[src/rtl/card_hand_dealer.sv]
// Baccarat card dealer: a free-running 1..CARD_MAX shoe counter feeds three
// hand slots, one card per accepted request, followed by a hand re-score.
// The IDLE -> LOAD -> SCORE sequence gives the score one cycle to settle
// after the card lands, then acknowledges the deal.
module card_hand_dealer #(
    parameter int CARD_MAX = 13,
    parameter int FACE_MIN = 10
) (
    input  logic       clk_i,
    input  logic       rst_i,
    input  logic       deal_req_i,
    input  logic       clear_i,
    output logic       deal_ack_o,
    output logic       deal_nack_o,
    output logic [3:0] card0_o,
    output logic [3:0] card1_o,
    output logic [3:0] card2_o,
    output logic [1:0] num_cards_o,
    output logic       hand_full_o,
    output logic [3:0] score_o
);

    localparam logic [3:0] CARD_MAX_C = 4'(CARD_MAX);
    localparam logic [3:0] FACE_MIN_C = 4'(FACE_MIN);

    typedef enum logic [1:0] {IDLE, LOAD, SCORE} state_e;

    state_e            state_q, state_d;
    logic [3:0]        shoe_q, shoe_d;
    logic [2:0][3:0]   slot_q, slot_d;
    logic [1:0]        num_q, num_d;
    logic [3:0]        score_q, score_d;
    logic              ack_q, ack_d;
    logic              nack_q, nack_d;
    logic [4:0]        sum;
    logic [3:0]        sum_mod;
    logic              full;

    // Face cards and tens are worth nothing; an empty slot (code 0) falls
    // through as 0 points naturally.
    function automatic logic [3:0] pts(input logic [3:0] code);
        return (code >= FACE_MIN_C) ? 4'd0 : code;
    endfunction

    assign full   = (num_q == 2'd3);
    assign shoe_d = (shoe_q >= CARD_MAX_C) ? 4'd1 : shoe_q + 4'd1;

    // Hand total (max 27) reduced mod 10 by a single subtract of 20 or 10.
    always_comb begin
        sum = {1'b0, pts(slot_q[0])} + {1'b0, pts(slot_q[1])} + {1'b0, pts(slot_q[2])};
        if (sum >= 5'd20)
            sum_mod = 4'(sum - 5'd20);
        else if (sum >= 5'd10)
            sum_mod = 4'(sum - 5'd10);
        else
            sum_mod = sum[3:0];
    end

    // Next-state and registered-output logic; clear wins over everything.
    always_comb begin
        state_d = state_q;
        slot_d  = slot_q;
        num_d   = num_q;
        score_d = score_q;
        ack_d   = 1'b0;
        nack_d  = 1'b0;
        if (clear_i) begin
            state_d = IDLE;
            slot_d  = '0;
            num_d   = 2'd0;
            score_d = 4'd0;
        end else begin
            case (state_q)
                IDLE: begin
                    if (deal_req_i) begin
                        if (full) begin
                            nack_d = 1'b1;
                        end else begin
                            case (num_q)
                                2'd0:    slot_d[0] = shoe_q;
                                2'd1:    slot_d[1] = shoe_q;
                                default: slot_d[2] = shoe_q;
                            endcase
                            num_d   = num_q + 2'd1;
                            state_d = LOAD;
                        end
                    end
                end
                LOAD: begin
                    score_d = sum_mod;
                    state_d = SCORE;
                end
                SCORE: begin
                    ack_d   = 1'b1;
                    state_d = IDLE;
                end
                default: state_d = IDLE;
            endcase
        end
    end

    // State register; the shoe keeps counting regardless of FSM state or clear.
    always_ff @(posedge clk_i or posedge rst_i) begin
        if (rst_i) begin
            state_q <= IDLE;
            shoe_q  <= 4'd1;
            slot_q  <= '0;
            num_q   <= 2'd0;
            score_q <= 4'd0;
            ack_q   <= 1'b0;
            nack_q  <= 1'b0;
        end else begin
            state_q <= state_d;
            shoe_q  <= shoe_d;
            slot_q  <= slot_d;
            num_q   <= num_d;
            score_q <= score_d;
            ack_q   <= ack_d;
            nack_q  <= nack_d;
        end
    end

    assign card0_o     = slot_q[0];
    assign card1_o     = slot_q[1];
    assign card2_o     = slot_q[2];
    assign num_cards_o = num_q;
    assign hand_full_o = full;
    assign score_o     = score_q;
    assign deal_ack_o  = ack_q;
    assign deal_nack_o = nack_q;

endmodule

[config.mk]
export PLATFORM = sky130hd
export DESIGN_NAME = card_hand_dealer
export DESIGN_NICKNAME = d
export VERILOG_FILES = /design/src/rtl/card_hand_dealer.sv
export SDC_FILE = /design/constraint.sdc
export NUM_CORES = 1
export LEC_CHECK = 0
export CORE_MARGIN = 2
export CORE_UTILIZATION = 35
export CTS_BUF_LIST = sky130_fd_sc_hd__clkbuf_4
export CTS_CLUSTER_SIZE = 28
export DETAILED_ROUTE_END_ITERATION = 6
export PLACE_DENSITY = 0.58
export RECOVER_POWER = 50
export SETUP_SLACK_MARGIN = 0.1
export SYNTH_ARGS = -nofsm -noshare
export SYNTH_HDL_FRONTEND = slang
export SYNTH_SLANG_ARGS = --single-unit
[constraint.sdc]
create_clock -name clk_i -period 4.81 [get_ports clk_i]
set_input_delay 0.481 -clock clk_i [delete_from_list [all_inputs] [get_ports clk_i]]
set_output_delay 0.481 -clock clk_i [all_outputs]
set_load 0.01 [all_outputs]
==> summary.md <==
| Metric | Value |
|---|---|
| Layer carrying the most global-route usage | met2 |
| Die ar. | 5156 um2 |
| Worst r2r src | card0_o[2] |
| WS Path Type | reg2reg |
| Clk buf depth | 2 |
| Net Count, Synth | 190 |
| EDFF count, synth | 0 |
| I/O pin total | 25 |
| First-iteration detailed-routing DRC count | 62 |
| Startpoint types | register |
| Root Driver | clkbuf_4 |
| ANT cells | 0 |
| Cell area power density | 226.7 nW/um2 |
| Vias in the first global route | 1242 |
| Hold Crit Start | score_o[3] |
| Synth top area cells | dfrtp_1 (39%), ha_1 (9.3%), fa_1 (6.2%) |
| Internal power | 0.3030 mW |
| Number of library cell types mapped by synthesis | 40 |
| CP endpoint kind | register |
| Critical path fanouts, max | 6 |
| Reg2Reg Depth | 13 |
| Final setup fails | 0 |
| Hold Buf Count CTS | 0 |
| Sequential area share after synthesis | 40.51% |
| CTS tree | done |
| RePlAce Congestion | 0.7493 |
| Vias per cell | 5.212 |
| Data arrival, critical path | 3.48 ns |
| Setup bufs post-CTS | 0 |
| Routed Antenna Nets | 0 |
| Post-synth top cells | dfrtp_1 (25), nand2_1 (20), inv_1 (16), a21oi_1 (15), nand3_1 (15) |
| Syn Std Cell Area | 1609 um2 |
| Synth top area share | 38.88% |
| Initial Util | 36.70% |
| Share of power burned in registers | 55.1% |
| CTS buffer count | 3 |
| Sw power | 0.1316 mW |
| Clock Skew | 0.002462 ns |
| Crit path time final | 3.258 ns |
| CP Launch Point | card0_o[2] |
| Fin crit share | 67.73% |
| DR pass1 iterations | 4 |
| Setup TNS Final | 0 ns |
| First-pass GRT wire length | 5733 um |
| Post-synth ARST share | 100.0% |
| CORE AREA | 4384 um2 |
| Crit path to | score_o[2] |
| Met3 usage in global routing | 2.672% |
| Share of cells above drive strength 1 | 5.699% |
| Peak VDD IR | 0.0001047 V |
| Combinational power share | 23.6% |
| Status | complete, no violations |
| Initial antenna violation count | 0 |
| R2R Path End | score_o[2] |
| Worst-skew pair later-pin latency | 0.31 ns |
| Rows | 24 |
| DP HPWL | 2665 um |
| Worst slew margin | 34.97% |
| Clock power share | 21.4% |
| Die width | 71.81 um |
| Fmax | 0.3070 GHz |
| Congestion Overflow GR | 0 |
| Post-route DRC | 0 |
| Global Route Usage Sum | 13.84% |
| Worst-margin pin slew | 0.9702 ns |
| Drt total wl | 3376 um |
| Static Leakage | 0.8212 nW |
| Mapped Avg Cell Area | 9.521 um2 |
| FF+latch count, synth | 26 |
| Ys flop type | dfrtp_1 |
| Input/output buffers | 24 |
| WP data required | 5.04 ns |
| Max Cap Viol | 0 |
| GR Util met2 | 23.97% |
| Unrepaired setup endpoints after global routing | no |
| R2r setup slk | 1.55 ns |
| Sink Count | 26 |
| CTS clk-pin slew, worst paths | 0.14 ns |
| Hold Vio Cnt, Final | 0 |
| Largest net degree at the start of global routing | 27 |
| Post-CTS Resized | 0 |
| Synth area leader | dfrtp_1 |
| Yosys warning count | 0 |
| H-tree depth | 1 |
| Detailed-route via count | 1277 |
| Slew Limit Fails | 0 |
| HP Class | reg2reg |
| Switching portion of total power | 30.28% |
| Nets | 215 |
| Most common cell in the netlist | dfrtp_1 |
| Die height | 71.81 um |
| Layout area overhead | 19.13% |
| Wirelength per Cell | 13.78 um |
| Total power | 0.4345 mW |
| Mapped Cells | 169 |
| Met1 usage | 17.65% |
[critical path: stages (launching register included)]
cell and delay (ns):
dfrtp_1 0.44, o21ai_0 0.19, nand2_1 0.10, fa_1 0.42, inv_1 0.06, ha_1 0.15, inv_1 0.05, fa_1 0.40
xor2_2 0.28, ha_1 0.20, nand3b_1 0.13, a311oi_2 0.29, o221ai_1 0.17, a311oi_1 0.28
[sequential cells by signal (all words and copies together), names as in the netlist]
register,count
num_cards_o,2
deal_ack_o,1
deal_nack_o,1
card2_o,4
shoe_q,4
state_q,2
score_o,4
card1_o,4
card0_o,4
[through the flow]
step / utilization (%) / hold WS, ns / std cells / instance area, um2 / setup WS [ns]
2_1_floorplan: - / 0.4657 / 169 / 1609 / 1.795
5_1_grt: 43.72 / 0.5830 / 245 / 1917 / 1.286
6_report: 43.72 / 0.5491 / 245 / 1917 / 1.552
4_1_cts: 43.72 / 0.5365 / 245 / 1917 / 1.562
3_5_place_dp: 43.12 / 0.5047 / 241 / 1891 / 1.583
3_3_place_gp: 43.12 / 0.4913 / 241 / 1891 / 1.669
[routing by layer]
metal / share of wire, % / routed length [um]
met1: 46 / 1549
met2: 51 / 1713
met3: 2.7 / 92
met4: 0.59 / 20
met5: 0 / 0
[placed cells by master, fill, tap and decap left out, drive strengths merged, types with 2 or more instances in the layout]
master and instances:
dfrtp 25, nand3 15, ha 12, inv 16, o21ai 6, nand2 20, nor3 4, nor2b 4
nor2 8, nand2b 6, clkbuf 3, nor3b 4, a311oi 2, dlygate4sd3 3, clkdlybuf4s50 21, a21oi 17
fa 5, nand3b 2
[final cells by class]
type / count / area [um2]
Fill cell: 413 / 2467
Multi-Input combinational cell: 123 / 873.3
Sequential cell: 26 / 651.9
Timing Repair Buffer: 24 / 240.2
Tap cell: 52 / 65.06
Inverter: 16 / 60.06
Clock buffer: 3 / 22.52
Clock inverter: 1 / 3.754
[cells by family (layout without fill, tap and decap cells)]
family                   Yosys count  after routing  synth area share [%]
AO/OA/AOI/OAI                     33             33                 13.30
buffers and inverters             20             44                 5.210
AND/OR/NAND/NOR                   69             69                 22.55
XOR/XNOR                           2              2                 1.556
multiplexers                       2              2                 1.322
adder cells (fa/ha/maj)           17             17                 15.55
flip-flops                        26             26                 40.51
[power by group through the flow]
stage | sequential (mW) | clock (mW) | combinational (mW)
6_report | 0.239 | 0.0929 | 0.102
5_1_grt | 0.241 | 0.105 | 0.114
4_1_cts | 0.239 | 0.0957 | 0.104
3_5_place_dp | 0.244 | 0 | 0.103
3_3_place_gp | 0.243 | 0 | 0.101
2_1_floorplan | 0.245 | 0 | 0.0646
[worst min-delay path by stage]
stage / slack, ns / endpoint / depth (start not counted)
after global routing: 0.58 / score_o[3] / 2
after detailed placement: 0.50 / shoe_q[0] / 1
final: 0.55 / score_o[3] / 2
after CTS: 0.54 / shoe_q[0] / 1
after global placement: 0.49 / shoe_q[0] / 1
after floorplan: 0.47 / shoe_q[0] / 1
Note: power is estimated with default switching activity, not from simulation.
